[src/rtl/hazard_stall_unit.sv]
// -----------------------------------------------------------------------------
// hazard_stall_unit
//
// ID-stage hazard controller for a 5-stage MIPS pipeline. It handles the
// hazards that operand forwarding cannot resolve:
//   * load-use   : an ID/EX load feeds a source of the IF/ID instruction
//   * branch in ID: beq/bne compares in ID, so an operand still being
//                   produced in EX (ALU result) or MEM (load data) must
//                   be waited for
//   * multiply   : a multi-cycle multiply occupies EX for MUL_LAT cycles
//
// A two-state FSM (RUN / MUL) tracks multiply occupancy of EX. A saturating
// counter records every cycle in which the PC is held.
//
// Parameters:
//   MUL_LAT  cycles a multiply occupies EX (1..16); MUL_LAT-1 stall cycles
//   CNT_W    width of StallCount
//
// Ports:
//   Clk, Rst        clock (rising edge), synchronous active-high reset
//   Rs_IFID, Rt_IFID, UsesRt_IFID   source operands of the IF/ID instruction
//   Branch_ID, BranchTaken_ID       branch in ID and its comparator result
//   MemRead_IDEX, RegWrite_IDEX, Rd_IDEX, MulStart_IDEX  ID/EX instruction
//   MemRead_EXMEM, Rd_EXMEM         EX/MEM instruction
//   PCWrite, IFIDWrite, IDEXWrite   active-high pipeline enables
//   IDEX_Bubble, EXMEM_Bubble       zero control of the next ID/EX, EX/MEM
//   IFID_Flush                      replace IF/ID with a nop on next edge
//   StallCount                      saturating count of PC-hold cycles
// -----------------------------------------------------------------------------
module hazard_stall_unit #(
    parameter int MUL_LAT = 4,
    parameter int CNT_W   = 16
) (
    input  logic             Clk,
    input  logic             Rst,
    input  logic [4:0]       Rs_IFID,
    input  logic [4:0]       Rt_IFID,
    input  logic             UsesRt_IFID,
    input  logic             Branch_ID,
    input  logic             BranchTaken_ID,
    input  logic             MemRead_IDEX,
    input  logic             RegWrite_IDEX,
    input  logic [4:0]       Rd_IDEX,
    input  logic             MulStart_IDEX,
    input  logic             MemRead_EXMEM,
    input  logic [4:0]       Rd_EXMEM,
    output logic             PCWrite,
    output logic             IFIDWrite,
    output logic             IDEXWrite,
    output logic             IDEX_Bubble,
    output logic             EXMEM_Bubble,
    output logic             IFID_Flush,
    output logic [CNT_W-1:0] StallCount
);

    // Remaining-stall counter is wide enough for MUL_LAT-2 up to 14.
    localparam int MC_W = 4;

    // Value loaded when a multiply enters EX; only meaningful for MUL_LAT>=2.
    localparam logic [MC_W-1:0] MUL_INIT =
        (MUL_LAT >= 2) ? MC_W'(MUL_LAT - 2) : '0;

    // A single-cycle multiply fits in EX like any ALU op, so it never stalls.
    localparam bit MUL_STALLS = (MUL_LAT >= 2);

    localparam logic [CNT_W-1:0] CNT_MAX = '1;

    typedef enum logic {
        ST_RUN = 1'b0,
        ST_MUL = 1'b1
    } state_t;

    // -------------------------------------------------------------------------
    // State
    // -------------------------------------------------------------------------
    state_t            state_q, state_d;
    logic [MC_W-1:0]   mcnt_q,  mcnt_d;
    logic [CNT_W-1:0]  count_q, count_d;

    // -------------------------------------------------------------------------
    // Operand match terms. Register $zero is never a real dependency, and Rt
    // only counts when the IF/ID instruction actually reads it as a source.
    // -------------------------------------------------------------------------
    logic src_idex;
    logic src_exmem;

    always_comb begin
        src_idex  = 1'b0;
        src_exmem = 1'b0;

        if (Rd_IDEX != 5'd0) begin
            if (Rd_IDEX == Rs_IFID)
                src_idex = 1'b1;
            if (UsesRt_IFID && (Rd_IDEX == Rt_IFID))
                src_idex = 1'b1;
        end

        if (Rd_EXMEM != 5'd0) begin
            if (Rd_EXMEM == Rs_IFID)
                src_exmem = 1'b1;
            if (UsesRt_IFID && (Rd_EXMEM == Rt_IFID))
                src_exmem = 1'b1;
        end
    end

    // -------------------------------------------------------------------------
    // Hazard terms
    //   hz_lu  : load in EX feeds ID (one cycle until data reaches MEM/WB fwd)
    //   hz_br1 : ALU result in EX feeds a branch comparing in ID
    //   hz_br2 : load in MEM feeds a branch comparing in ID
    // A load followed by a dependent branch hits hz_lu then hz_br2.
    // -------------------------------------------------------------------------
    logic hz_lu;
    logic hz_br1;
    logic hz_br2;
    logic hz_any;

    always_comb begin
        hz_lu  = MemRead_IDEX && src_idex;
        hz_br1 = Branch_ID && RegWrite_IDEX && !MemRead_IDEX && src_idex;
        hz_br2 = Branch_ID && MemRead_EXMEM && src_exmem;
        hz_any = hz_lu || hz_br1 || hz_br2;
    end

    // -------------------------------------------------------------------------
    // Next-state and output logic
    // -------------------------------------------------------------------------
    logic mul_stall;

    always_comb begin
        // Defaults: pipeline flows freely, state held.
        state_d      = state_q;
        mcnt_d       = mcnt_q;
        mul_stall    = 1'b0;

        PCWrite      = 1'b1;
        IFIDWrite    = 1'b1;
        IDEXWrite    = 1'b1;
        IDEX_Bubble  = 1'b0;
        EXMEM_Bubble = 1'b0;
        IFID_Flush   = 1'b0;

        unique case (state_q)
            ST_RUN: begin
                if (MulStart_IDEX && MUL_STALLS) begin
                    mul_stall = 1'b1;
                    state_d   = ST_MUL;
                    mcnt_d    = MUL_INIT;
                end
            end
            ST_MUL: begin
                if (mcnt_q != '0) begin
                    mul_stall = 1'b1;
                    mcnt_d    = mcnt_q - 1'b1;
                end else begin
                    // Last EX cycle of the multiply: the held MulStart_IDEX
                    // belongs to the finishing multiply, so it is not
                    // re-examined here; only the ordinary RUN rules apply.
                    state_d = ST_RUN;
                end
            end
            default: begin
                state_d = ST_RUN;
                mcnt_d  = '0;
            end
        endcase

        if (mul_stall) begin
            // Freeze everything up to ID/EX and feed bubbles into MEM while
            // the multiply keeps EX busy. Load/branch hazards and the branch
            // flush are deferred until EX frees up.
            PCWrite      = 1'b0;
            IFIDWrite    = 1'b0;
            IDEXWrite    = 1'b0;
            EXMEM_Bubble = 1'b1;
        end else if (hz_any) begin
            // Hold IF and ID, push a bubble into EX. The branch comparator
            // has stale operands this cycle, so BranchTaken_ID is ignored.
            PCWrite     = 1'b0;
            IFIDWrite   = 1'b0;
            IDEX_Bubble = 1'b1;
        end else begin
            IFID_Flush = Branch_ID && BranchTaken_ID;
        end

        // Reset overrides everything so the pipeline sees clean enables.
        if (Rst) begin
            PCWrite      = 1'b1;
            IFIDWrite    = 1'b1;
            IDEXWrite    = 1'b1;
            IDEX_Bubble  = 1'b0;
            EXMEM_Bubble = 1'b0;
            IFID_Flush   = 1'b0;
        end
    end

    // -------------------------------------------------------------------------
    // Stall performance counter: counts PC-hold cycles, saturating.
    // -------------------------------------------------------------------------
    always_comb begin
        count_d = count_q;
        if (!PCWrite && (count_q != CNT_MAX))
            count_d = count_q + 1'b1;
    end

    // -------------------------------------------------------------------------
    // Registers
    // -------------------------------------------------------------------------
    always_ff @(posedge Clk) begin
        if (Rst) begin
            state_q <= ST_RUN;
            mcnt_q  <= '0;
            count_q <= '0;
        end else begin
            state_q <= state_d;
            mcnt_q  <= mcnt_d;
            count_q <= count_d;
        end
    end

    assign StallCount = count_q;

endmodule

[config.mk]
export PLATFORM = sky130hd
export DESIGN_NAME = hazard_stall_unit
export DESIGN_NICKNAME = d
export VERILOG_FILES = /design/src/rtl/hazard_stall_unit.sv
export SDC_FILE = /design/constraint.sdc
export NUM_CORES = 1
export LEC_CHECK = 0
export CAP_MARGIN = 10
export CELL_PAD_IN_SITES_DETAIL_PLACEMENT = 0
export CELL_PAD_IN_SITES_GLOBAL_PLACEMENT = 1
export CORE_UTILIZATION = 29
export DETAILED_ROUTE_END_ITERATION = 7
export PLACE_DENSITY_LB_ADDON = 0.12
export SYNTH_ARGS = -nofsm -noshare
export SYNTH_HDL_FRONTEND = slang
export SYNTH_SLANG_ARGS = --single-unit
[constraint.sdc]
create_clock -name Clk -period 2 [get_ports Clk]
set_input_delay 0.3 -clock Clk [delete_from_list [all_inputs] [get_ports Clk]]
set_output_delay 0.3 -clock Clk [all_outputs]
set_load 0.005 [all_outputs]
### After elaboration in Yosys (flattened, before gate mapping)

Index checks and enable logic that the tools add are counted.

* $add $sub $neg: 2
* multiply operators: 0
* divide/modulo/power cells: 0
* order comparisons: 0
* eq/ne operators: 7
* shift operators: 0
* multiplexer cells: 25
* bitwise logic cells: 1
* reductions and logical operators: 18

Operator list (count)
* $mux W1: 21
* $eq A5 B5 Y1: 4
* $add A16 B1 Y16 const B: 1
* $ne A16 B16 Y1 const B: 1
* $logic_and A1 B1 Y1: 10
* $reduce_bool A5 Y1: 2
* $mux W4: 2
* $pmux W4 S2: 1
* $reduce_bool A4 Y1: 1
* $sub A4 B1 Y4 const B: 1
* $logic_not A1 Y1: 2
* $logic_or A1 B1 Y1: 2
* $ne A2 B1 Y1 const B: 1
* $ne A2 B2 Y1 const B: 1
* $pmux W1 S2: 1
* $reduce_and A2 Y1: 1
* $not A1 Y1: 1

* register bits: 21
* bits in latches: 0
* RAM bits: 0
* memory bits (read-only): 0
* input port bits: 29
* output and inout port bits: 22
* word-level logic and storage cells: 56
* memories kept: 0

### Longest topological paths before layout

Gate-level depths: netlist (run 1).

* depth after elaboration: 12
* gate-level depth with buffers: 9
* depth with buffers taken out: 7

### Worst setup path after synthesis (run 1)

Ideal clock, no wire load.

* kind: register to register
* from: register mcnt_q[0]
* to: register count_q[7] (netlist: StallCount[7])
* setup time: 0.121 ns
* data arrival time: 1.876 ns
* data required time: 1.879 ns
* slack: 0.003 ns
* stages on the path, launching flop included: 9
* buffers on the path: 1
* period minus slack after synthesis: 1.997 ns
* path through: dfxtp_1 -> inv_1 -> ha_1 -> nor3b_1 -> a21oi_1 -> a221oi_2 -> buf_6 -> nor4_2 -> mux2_4

* cells in the longest elaborated chain, start to end: 7

RTL lines
* start: declaration: RTL line 77 `logic [MC_W-1:0] mcnt_q, mcnt_d;`
* start signal: assignment: RTL line 216 `mcnt_q <= mcnt_d;`
* $reduce_bool A4 Y1: RTL line 152 `if (mcnt_q != '0) begin`
* $mux W1: RTL line 152
* $pmux W1 S2: RTL line 143 `unique case (state_q)`
* $mux W1: RTL line 168 `if (mul_stall) begin`
* $mux W1: RTL line 187 `if (Rst) begin`
* $logic_not A1 Y1: RTL line 202 `if (!PCWrite && (count_q != CNT_MAX))`
* $logic_and A1 B1 Y1: RTL line 202
* end signal: assignment: RTL line 217 `count_q <= count_d;`
* end: declaration: RTL line 78 `logic [CNT_W-1:0] count_q, count_d;`

No other way between the ends.
A chain may end at the register's enable or synchronous reset.

### Final worst setup path (run 1)

* from: input port Rd_EXMEM[1]
* to: register count_q[1] (netlist: StallCount[1])

* cells in the longest elaborated chain, start to end: 11
* elaborated cells on any way between the ends: 14
* those cells by class: 2 x eq/ne; 6 x mux; 6 x reduce/logical

RTL lines
* start: declaration: RTL line 46 `input logic [4:0] Rd_EXMEM,`
* $eq A5 B5 Y1, on equally long branches: RTL line 99, 101
* $mux W1 / $logic_and A1 B1 Y1 (equally long branches): RTL line 99, 101
* $mux W1: RTL line 101 `if (UsesRt_IFID && (Rd_EXMEM == Rt_IFID))`
* $mux W1 *: RTL line 98 `if (Rd_EXMEM != 5'd0) begin`
* $logic_and A1 B1 Y1 *: RTL line 121 `hz_br2 = Branch_ID && MemRead_EXMEM && src_exmem;`
* $logic_or A1 B1 Y1 *: RTL line 122 `hz_any = hz_lu || hz_br1 || hz_br2;`
* $mux W1 *: RTL line 176 `end else if (hz_any) begin`
* $mux W1 *: RTL line 168
* $mux W1 *: RTL line 187
* $logic_not A1 Y1 *: RTL line 202
* $logic_and A1 B1 Y1 *: RTL line 202

Mark *: on every way between the ends. The rest lies on a longest branch, timed or not.

==> run metrics, run 1 <==
total via count after detailed routing 1,630; maximum number of pins on one net before global-route repair 23; number of standard-cell rows in the floorplan 25; routed length on met2 2.15 mm; GR Overflow Total 0; # DRC 0; most common cell after layout, fill and taps aside sky130_fd_sc_hd__buf_4; clock transition at the register clock pins on the worst setup and hold paths after CTS 0.09 ns; Fillers 502; flop and latch count out of synthesis 21; sequential power share 39.7%; WP buf/inv 3; number of warnings issued by yosys 0; area of the placeable core 4790 µm²; synth unique cells 41; top layer reached by signal wires met4; endpoint kind of the worst setup timing path flip-flop; setup repair after global routing missed its margin true; antenna violations before repair 0; clock tree from TritonCTS yes; Worst Skew 0.0111 ns; full die area 5350 µm²; Gate Count Post-Synth 170; measured slew at the worst slew-check pin 0.310 ns; maximum net fanout on the critical path 22; clock latency reported for the late side of the worst-skew pair 0.26 ns; Max transition margin 79.2%; count of hold buffers inserted by post-cts repair 0; total negative slack 0 ns; routed wire length on met3 150 µm; max-cap viol count 0; pwr/cell area 466 nW/µm²; relative contribution of combinational cells to total power 34.4%; mux contribution to synthesized area 2.05%; CP peak stage delay 0.37 ns; vias in the first global route 1,503; area fraction of the dominant cell type after synthesis 28.7%; cell internal power dissipation 0.000784 W; min Tclk post-route 1.99 ns; Final GP Congestion 0.800; met1 routed wirelength after detailed routing 1.93 mm; routed wirelength normalized by instance count 13.1 µm; count of buffers inserted at the top-level ports 50; family of cells with the greatest summed delay on the critical path compound AO/OA/AOI/OAI gates; most frequent cells in the layout sky130_fd_sc_hd__buf_4, sky130_fd_sc_hd__clkdlybuf4s50_1, sky130_fd_sc_hd__xnor2_1; highest attainable clock frequency 503 MHz; combined global-route utilization of all metal layers 16.0%; master of the slowest instance on the critical path sky130_fd_sc_hd__or3_1; Hold Slack 0.499 ns; average cell area after synthesis 8.63 µm²; adder and majority gate portion of the synthesized area 1.71%; buffer depth of the longest clock path 2; fin nets 289; number of failing setup endpoints in the final timing report 0; post-synth top area cell sky130_fd_sc_hd__dfxtp_1; status completed; post-synthesis instance area 1470 µm²; cell area after layout 2390 µm²; TritonCTS Buffers 3; switching power 0.000331 W; fraction of final layout cells sized beyond drive strength 1 35.0%; net count after synthesis 201; vertical die dimension 73.1 µm; xor and xnor fraction of the mapped netlist area 11.9%; worst min-delay path class flip-flop to flip-flop; post-synthesis to final-layout area growth 63.1%; static power due to leakage 0.910 nW; 1st-pass router iterations 4; Placed Cells incl. Taps 318; Initial Util 30.6%; switching portion of total power 29.7%; cell-by-cell listing of the critical path buf_2, or3_1, o311a_1, buf_4, a221oi_2, buf_12, nor2_2, mux2_4; worst vdd rail ir drop 0.256 mV; area fraction in compound gates after synthesis 22.4%; worst-case setup margin in the final layout 0.0128 ns; pre-CTS setup slack -0.741 ns; period utilisation layout 99.4%; Finished Layout Cells 324; arrival time at the worst endpoint 2.14 ns; main combinational cell family by area after synthesis simple AND/OR/NAND/NOR gates; first-pass GRT wire length 6.78 mm; total count of max-transition violations in the final report 0; clock root cell sky130_fd_sc_hd__clkbuf_8; number of antenna-violating nets in the routed design 0; DR vias/cell 5.03; post-synthesis share of cell area spent on and, or, nand and nor gates 27.6%; path type of the worst setup path primary input to flip-flop; Detailed Route Iter0 Violations 56; endpoint required time on the critical path 2.15 ns; Antenna diodes 0; detailed placer's ending HPWL 3.34 mm; sinks on the clock net 21; Area after DPL 2310 µm²; number of top-level pins 51; critical path startpoint category primary input; DIE WIDTH 73.1 µm; Seq/Total Area, Yosys 28.7%; dominant cells by area after synthesis sky130_fd_sc_hd__dfxtp_1, sky130_fd_sc_hd__xnor2_1, sky130_fd_sc_hd__a21oi_2; WL final 4.25 mm; total number of H-tree levels 1; count of final hold-check violations 0; power share of the clock group 25.9%
## area by class of cell
type                       count  area (µm²)  area share (%)
clock buffer                   3        41.3            1.73
tap                           67        83.8            3.51
timing repair buffer          91         767            32.1
multi-input combinational    136        1050            44.0
inverter                       5        18.8           0.785
sequential                    21         423            17.7
clock inverter                 1        5.00           0.209
## final timing paths
| path | startpoint | endpoint | slack (ns) | cells after the start |
|---|---|---|---|---|
| setup reg to reg | mcnt_q[1] | StallCount[13] | 0.05 | 9 |
| hold / removal | StallCount[15] | StallCount[15] | 0.50 | 2 |
| hold reg to reg | StallCount[15] | StallCount[15] | 0.50 | 2 |
| setup / recovery | Rd_EXMEM[1] | StallCount[1] | 0.01 | 8 |
## stage by stage
| step | util [%] | total power (W) |
|---|---|---|
| 6_report | 50.0 | 0.00111 |
| 5_1_grt | 50.0 | 0.00118 |
| 4_1_cts | 48.9 | 0.00111 |
| 3_5_place_dp | 48.2 | 0.000826 |
| 3_3_place_gp | 48.2 | 0.000818 |
| 2_1_floorplan | - | 0.000626 |
## power groups by stage
stage / combinational, W / sequential, W / clock (W)
after detailed placement: 0.000375 / 0.000451 / 0
after global routing: 0.000416 / 0.000445 / 0.000319
after global placement: 0.000368 / 0.000450 / 0
after floorplan: 0.000172 / 0.000454 / 0
final: 0.000383 / 0.000443 / 0.000289
after CTS: 0.000372 / 0.000442 / 0.000297
## cells in the mapped netlist
cell type,n
sky130_fd_sc_hd__a21o_1,2
sky130_fd_sc_hd__a21oi_1,9
sky130_fd_sc_hd__a21oi_2,7
sky130_fd_sc_hd__a221oi_2,1
sky130_fd_sc_hd__a22o_2,1
sky130_fd_sc_hd__a311oi_1,1
sky130_fd_sc_hd__and2_1,1
sky130_fd_sc_hd__and3_1,4
sky130_fd_sc_hd__buf_1,2
sky130_fd_sc_hd__buf_2,2
sky130_fd_sc_hd__buf_4,1
sky130_fd_sc_hd__buf_6,2
sky130_fd_sc_hd__buf_8,1
sky130_fd_sc_hd__dfxtp_1,21
sky130_fd_sc_hd__ha_1,2
sky130_fd_sc_hd__inv_1,5
sky130_fd_sc_hd__mux2_4,2
sky130_fd_sc_hd__nand2_1,8
sky130_fd_sc_hd__nand3_1,12
sky130_fd_sc_hd__nand4_1,5
sky130_fd_sc_hd__nand4_4,1
sky130_fd_sc_hd__nand4b_1,1
sky130_fd_sc_hd__nor2_1,12
sky130_fd_sc_hd__nor2_2,1
sky130_fd_sc_hd__nor2b_1,2
sky130_fd_sc_hd__nor3_1,1
sky130_fd_sc_hd__nor3b_1,3
sky130_fd_sc_hd__nor4_1,2
sky130_fd_sc_hd__nor4_2,1
sky130_fd_sc_hd__o21ai_0,2
sky130_fd_sc_hd__o21ai_2,3
sky130_fd_sc_hd__o22ai_1,2
sky130_fd_sc_hd__o311a_1,1
sky130_fd_sc_hd__o311ai_1,4
sky130_fd_sc_hd__o31ai_1,6
sky130_fd_sc_hd__o41ai_1,4
sky130_fd_sc_hd__or2_1,1
sky130_fd_sc_hd__or3_1,6
sky130_fd_sc_hd__or4_1,7
sky130_fd_sc_hd__or4b_1,1
sky130_fd_sc_hd__xnor2_1,20
## worst reg2reg max path: stages (launching register included)
cell and delay (ns):
sky130_fd_sc_hd__dfxtp_2 0.34, sky130_fd_sc_hd__inv_2 0.03, sky130_fd_sc_hd__ha_2 0.17, sky130_fd_sc_hd__nor3b_4 0.15, sky130_fd_sc_hd__a21oi_2 0.17, sky130_fd_sc_hd__buf_4 0.15
sky130_fd_sc_hd__a221oi_2 0.05, sky130_fd_sc_hd__buf_12 0.16, sky130_fd_sc_hd__or4_1 0.52, sky130_fd_sc_hd__a21oi_2 0.13
## state kept, by name (all words and copies together) (netlist names)
signal,cells
state_q,1
mcnt_q,4
StallCount,16
## kinds of logic after synthesis
logic type | count (synthesis)
compound gates | 43
xor+xnor | 20
buf+inv | 13
fa+ha+maj | 2
mux | 2
simple gates | 69
flops | 21
## what timing repair did
action / 4_1_cts / 5_1_grt
pin swaps: 9 / 6
buffers inserted: 2 / 1
endpoints found under the setup margin: 22 / 19
gates resized for setup: 57 / 14
## routing by layer
layer / vias up / global-route usage [%]
met5: - / 0
met3: 2 / 2.90
met1: 769 / 20.4
li1: 820 / -
met2: 39 / 28.1
met4: 0 / 3.27
Power figures use the tool's default switching activity.
==> inputs of run 2 (changes only) <==
--- a/config.mk
+++ b/config.mk
@@ -5,12 +5,13 @@
 export SDC_FILE = /design/constraint.sdc
 export NUM_CORES = 1
 export LEC_CHECK = 0
-export CAP_MARGIN = 10
+export ABC_AREA = 1
 export CELL_PAD_IN_SITES_DETAIL_PLACEMENT = 0
 export CELL_PAD_IN_SITES_GLOBAL_PLACEMENT = 1
-export CORE_UTILIZATION = 29
+export CORE_UTILIZATION = 28
 export DETAILED_ROUTE_END_ITERATION = 7
 export PLACE_DENSITY_LB_ADDON = 0.12
+export RECOVER_POWER = 100
 export SYNTH_ARGS = -nofsm -noshare
 export SYNTH_HDL_FRONTEND = slang
 export SYNTH_SLANG_ARGS = --single-unit
==> run metrics, run 2 <==
worst hold path startpoint mcnt_q[1]; worst hold stages 2 (unchanged); fraction of final layout cells sized beyond drive strength 1 17.6% (-17 points); leading cell type by number of instances after synthesis sky130_fd_sc_hd__nand2_1; area of the placeable core 5610 µm² (+17%); vias in the first global route 1,757 (+17%); total negative slack 0 ns (unchanged); share of the core filled with cells 42.3% (-7.7 points); DIE WIDTH 79.0 µm (+8.1%); 1st-pass router iterations 4 (unchanged); r2r startpoint StallCount[1]; family of cells with the greatest summed delay on the critical path buffers and inverters; count of flip-flops with a built-in enable after synthesis 0 (unchanged); adder and majority gate portion of the synthesized area 1.51% (-0.20 points); Finished Layout Cells 413 (+27%); antenna violations before repair 0 (unchanged); Placed Cells incl. Taps 404 (+27%); detailed placer's ending HPWL 3.61 mm (+8.3%); routed wirelength normalized by instance count 11.1 µm (-15%); DR vias/cell 4.47 (-11%); flop and latch count out of synthesis 21 (unchanged); master of the slowest instance on the critical path sky130_fd_sc_hd__dfxtp_2; top cell types by occurrence after synthesis sky130_fd_sc_hd__nand2_1, sky130_fd_sc_hd__inv_1, sky130_fd_sc_hd__nor2_1; count of cells along the worst register-to-register path 11 (+2); main combinational cell family by area after synthesis simple AND/OR/NAND/NOR gates; combined global-route utilization of all metal layers 16.0% (-0.037 points); synth unique cells 26 (-37%); arrival time at the worst endpoint 1.58 ns (-0.56 ns); clock tree from TritonCTS yes; average cell area after synthesis 6.02 µm² (-30%); area fraction in compound gates after synthesis 9.12% (-13 points); cell-by-cell listing of the critical path inv_2, ha_2, a21oi_2, a21oi_2, buf_4, buf_4, nand2_1, a21oi_1, clkbuf_1; critical path startpoint category flip-flop; highest attainable clock frequency 532 MHz (+5.7%); area fraction of the dominant cell type after synthesis 25.3% (-3.3 points); status completed; number of standard-cell rows in the floorplan 27 (+8.0%); Antenna diodes 0 (unchanged); mux contribution to synthesized area 0% (-2.0 points); static power due to leakage 1.16 nW (+28%); reg-to-reg slack, setup 0.18 ns (+0.13 ns); net count after synthesis 307 (+53%); WL final 4.59 mm (+7.9%); endpoint kind of the worst setup timing path output port; xor and xnor fraction of the mapped netlist area 6.86% (-5.1 points); measured slew at the worst slew-check pin 0.308 ns (-0.00183 ns); number of failing setup endpoints in the final timing report 0 (unchanged); async set-reset flop share out of synthesis 0% (unchanged); critical path depth in cells 9 (+1); clock transition at the register clock pins on the worst setup and hold paths after CTS 0.08 ns (about the same); CP startpoint mcnt_q[1]; count of hold buffers inserted by post-cts repair 0 (unchanged); worst-case setup margin in the final layout 0.120 ns (+0.107 ns); post-synthesis instance area 1660 µm² (+13%); CP peak stage delay 0.33 ns (-0.04 ns); Worst Skew 0.0103 ns (-0.000852 ns); Hold Slack 0.484 ns (-0.0146 ns); WP buf/inv 4 (+1); period utilisation layout 94.0% (-5.3 points); sinks on the clock net 21 (unchanged); path type of the worst setup path flip-flop to output port; Seq/Total Area, Yosys 25.3% (-3.3 points); min Tclk post-route 1.88 ns (-0.107 ns); Gate Count Post-Synth 276 (+62%); dominant cells by area after synthesis sky130_fd_sc_hd__dfxtp_1, sky130_fd_sc_hd__nand2_1, sky130_fd_sc_hd__inv_1; Initial Util 29.6% (-1.0 points); end point of the most critical hold path mcnt_q[1]; number of antenna-violating nets in the routed design 0 (unchanged); Max transition margin 79.3% (+0.14 points); # DRC 0 (unchanged); first-pass GRT wire length 8.00 mm (+18%); TritonCTS Buffers 3 (unchanged); count of final hold-check violations 0 (unchanged); maximum net fanout on the critical path 3 (-86%); post-synthesis to final-layout area growth 42.9%; worst vdd rail ir drop 0.265 mV (+3.7%); pre-CTS setup slack -0.443 ns (+0.297 ns); pwr/cell area 456 nW/µm² (-2.1%); count of buffers inserted at the top-level ports 50 (unchanged); vertical die dimension 79.0 µm (+8.1%); post-synth top area cell sky130_fd_sc_hd__dfxtp_1; post-synthesis share of cell area spent on and, or, nand and nor gates 45.2% (+18 points); total count of max-transition violations in the final report 0 (unchanged); most common cell after layout, fill and taps aside sky130_fd_sc_hd__nand2_1; buffer depth of the longest clock path 2 (unchanged); main flop type after synthesis sky130_fd_sc_hd__dfxtp_1; GR Overflow Total 0 (unchanged); clock latency reported for the late side of the worst-skew pair 0.27 ns (about the same); clock root cell sky130_fd_sc_hd__clkbuf_8; maximum number of pins on one net before global-route repair 17 (-26%); Detailed Route Iter0 Violations 59 (+5.4%); Final GP Congestion 0.812 (+1.4%); total via count after detailed routing 1,848 (+13%); number of top-level pins 51 (unchanged); setup repair after global routing missed its margin false; max-cap viol count 0 (unchanged); number of warnings issued by yosys 0 (unchanged); endpoint required time on the critical path 1.70 ns (-0.45 ns); most frequent cells in the layout sky130_fd_sc_hd__nand2_1, sky130_fd_sc_hd__inv_1, sky130_fd_sc_hd__nor2_1; fin nets 373 (+29%); total number of H-tree levels 1 (unchanged); worst min-delay path class flip-flop to flip-flop; full die area 6240 µm² (+17%); RR Endpoint StallCount[9]; flip-flop count of the largest register after layout 16 (unchanged)
-- run 2: worst min-delay path: stages, from the launching register on --
cell and delay [ns]:
sky130_fd_sc_hd__dfxtp_2 0.33, sky130_fd_sc_hd__inv_2 0.05, sky130_fd_sc_hd__o21ai_0 0.07
-- run 2: logic make-up after synthesis --
group | Yosys count
compound gates | 24
simple gates | 167
fa+ha+maj | 2
flops | 21
xor+xnor | 13
buf+inv | 49
-- run 2: where the power goes --
group	switching, W	internal (W)	total (W)
Clock	0.000153	0.000139	0.000292
Combinational	0.000177	0.000164	0.000341
Sequential	0.0000129	0.000437	0.000450
-- run 2: worst max path at each step --
stage	to	slack (ns)
5_1_grt	IFID_Flush	0.008
2_1_floorplan	StallCount[13]	0.38
3_5_place_dp	IFID_Flush	-0.44
6_report	IDEX_Bubble	0.12
4_1_cts	IFIDWrite	-0.04
3_3_place_gp	IFID_Flush	-0.42
-- run 2: timing repair --
action	in CTS	in global routing
setup endpoints to repair	6	5
pin swaps	7	5
endpoints found under the hold margin	0	0
gates resized for setup	44	11
setup buffers	3	2
-- run 2: per-layer routing --
metal | share of wire (%) | GRT usage, %
met1 | 52 | 22.3
met2 | 44 | 25.5
met3 | 3.2 | 2.30
met4 | 1.2 | 4.36
met5 | 0 | 0
-- run 2: layout make-up --
type	count	area (µm²)
well taps	72	90.1
multi-input cells	206	1070
clock buffers	3	41.3
repair buffers	69	593
fillers	643	3240
inverters	41	154
flip-flops and latches	21	423
clock inverters	1	5.00
-- run 2: per-stage QoR --
stage / area (µm²) / total power, W
after floorplan: 1660 / 0.000618
after global placement: 2310 / 0.000791
after detailed placement: 2310 / 0.000790
after CTS: 2380 / 0.00109
after global routing: 2370 / 0.00116
final: 2370 / 0.00108
==> inputs of run 3 (changes only) <==
--- a/config.mk
+++ b/config.mk
@@ -12,6 +12,7 @@
 export DETAILED_ROUTE_END_ITERATION = 7
 export PLACE_DENSITY_LB_ADDON = 0.12
 export RECOVER_POWER = 100
+export SETUP_SLACK_MARGIN = 0.02
 export SYNTH_ARGS = -nofsm -noshare
 export SYNTH_HDL_FRONTEND = slang
 export SYNTH_SLANG_ARGS = --single-unit
==> run metrics, run 3 (synthesis results as in run 2) <==
status completed; endpoint required time on the critical path 1.70 ns (about the same); # DRC 0 (unchanged); TritonCTS Buffers 3 (unchanged); RR Endpoint StallCount[9]; total count of max-transition violations in the final report 0 (unchanged); Final GP Congestion 0.812 (unchanged); routed wirelength normalized by instance count 11.1 µm (about the same); Worst Skew 0.0103 ns (unchanged); family of cells with the greatest summed delay on the critical path buffers and inverters; worst hold stages 2 (unchanged); maximum net fanout on the critical path 3 (unchanged); flip-flop count of the largest register after layout 16 (unchanged); max-cap viol count 0 (unchanged); full die area 6240 µm² (unchanged); 1st-pass router iterations 4 (unchanged); detailed placer's ending HPWL 3.61 mm (unchanged); first-pass GRT wire length 8.00 mm (unchanged); antenna violations before repair 0 (unchanged); worst vdd rail ir drop 0.265 mV (about the same); setup repair after global routing missed its margin false; pwr/cell area 457 nW/µm² (about the same); number of antenna-violating nets in the routed design 0 (unchanged); sinks on the clock net 21 (unchanged); GR Overflow Total 0 (unchanged); fin nets 373 (unchanged); total number of H-tree levels 1 (unchanged); DR vias/cell 4.49 (+0.43%); count of cells along the worst register-to-register path 11 (unchanged); post-synthesis to final-layout area growth 42.8% (about the same); combined global-route utilization of all metal layers 16.0% (unchanged); most common cell after layout, fill and taps aside sky130_fd_sc_hd__nand2_1; most frequent cells in the layout sky130_fd_sc_hd__nand2_1, sky130_fd_sc_hd__inv_1, sky130_fd_sc_hd__nor2_1; share of the core filled with cells 42.3% (about the same); area of the placeable core 5610 µm² (unchanged); total negative slack 0 ns (unchanged); reg-to-reg slack, setup 0.17 ns (about the same); clock tree from TritonCTS yes; clock transition at the register clock pins on the worst setup and hold paths after CTS 0.08 ns (about the same); Antenna diodes 0 (unchanged); fraction of final layout cells sized beyond drive strength 1 18.2% (+0.59 points); number of failing setup endpoints in the final timing report 0 (unchanged); period utilisation layout 93.5% (-0.48 points); count of buffers inserted at the top-level ports 50 (unchanged); highest attainable clock frequency 535 MHz (+0.52%); maximum number of pins on one net before global-route repair 17 (unchanged); critical path startpoint category flip-flop; CP peak stage delay 0.33 ns (about the same); vias in the first global route 1,757 (unchanged); cell-by-cell listing of the critical path inv_2, ha_2, a21oi_2, a21oi_2, buf_4, buf_4, nand2_1, a21oi_1, buf_2; master of the slowest instance on the critical path sky130_fd_sc_hd__dfxtp_2; r2r startpoint StallCount[1]; WP buf/inv 4 (unchanged); number of top-level pins 51 (unchanged); Max transition margin 79.3% (unchanged); WL final 4.59 mm (about the same); min Tclk post-route 1.87 ns (-0.00966 ns); vertical die dimension 79.0 µm (unchanged); number of standard-cell rows in the floorplan 27 (unchanged); path type of the worst setup path flip-flop to output port; clock latency reported for the late side of the worst-skew pair 0.27 ns (about the same); worst min-delay path class flip-flop to flip-flop; static power due to leakage 1.17 nW (+0.21%); total via count after detailed routing 1,856 (+0.43%); arrival time at the worst endpoint 1.57 ns (about the same); end point of the most critical hold path mcnt_q[1]; worst hold path startpoint mcnt_q[1]; DIE WIDTH 79.0 µm (unchanged); Initial Util 29.6% (unchanged); count of final hold-check violations 0 (unchanged); clock root cell sky130_fd_sc_hd__clkbuf_8; endpoint kind of the worst setup timing path output port; buffer depth of the longest clock path 2 (unchanged); Detailed Route Iter0 Violations 58 (-1.7%); measured slew at the worst slew-check pin 0.308 ns (unchanged)
-- run 3: cell count changes in the layout (fill, tap and decap cells not counted), sizes merged --
cell           previous run  this run
clkdlybuf4s15             0         1
buf                      18        19
dlygate4sd2              22        20
-- run 3: per-layer routing --
metal | wire length (µm) | vias up | track usage, %
met4 | 53 | 0 | 4.36
met2 | 2000 | 37 | 25.5
met1 | 2360 | 806 | 22.3
met3 | 171 | 4 | 2.30
met5 | 0 | - | 0
li1 | - | 1009 | -
-- run 3: worst register-to-register path: cells and delay by family, from the launching register on --
kind                     cells  cell delay (ns)
AO/OA/AOI/OAI                1             0.06
adder cells (fa/ha/maj)      1             0.20
flip-flops                   1             0.37
buffers and inverters        2             0.28
AND/OR/NAND/NOR              7             0.82
-- run 3: through the flow --
step                total power [W]  cell area [µm²]  setup WS [ns]  std cells  hold WS (ns)
floorplan                  0.000618             1660          0.384        276         0.449
detailed placement         0.000790             2310         -0.443        404         0.476
CTS                         0.00109             2380        -0.0360        411         0.498
global placement           0.000791             2310         -0.419        404         0.477
global route                0.00116             2370         0.0126        413         0.522
finish                      0.00108             2370          0.129        413         0.484
-- run 3: layout make-up --
cell class / count / area (µm²)
Inverter: 41 / 154
Fill cell: 642 / 3240
Tap cell: 72 / 90.1
Clock buffer: 3 / 41.3
Multi-Input combinational cell: 206 / 1070
Timing Repair Buffer: 69 / 592
Clock inverter: 1 / 5.00
Sequential cell: 21 / 423
-- run 3: power breakdown --
part | internal [W] | leakage [nW] | total (W) | switching, W
clock | 0.000139 | 0.0255 | 0.000292 | 0.000153
combinational | 0.000164 | 0.969 | 0.000341 | 0.000177
sequential | 0.000437 | 0.171 | 0.000450 | 0.0000129
-- run 3: worst max-delay path by stage --
stage,slack [ns],from,to,cells past startpoint
after global routing,0.01,StallCount[1],StallCount[3],12
final,0.13,mcnt_q[1],IDEX_Bubble,9
after detailed placement,-0.44,Rd_EXMEM[2],IFID_Flush,9
after floorplan,0.38,StallCount[0],StallCount[13],12
after CTS,-0.04,mcnt_q[1],IFIDWrite,9
after global placement,-0.42,Rd_EXMEM[2],IFID_Flush,9
-- run 3: timing repair --
action	CTS	global route
pin swaps	7	9
buffers inserted	3	2
gates resized for setup	44	14
endpoints found under the setup margin	6	5
hold buffers	0	0
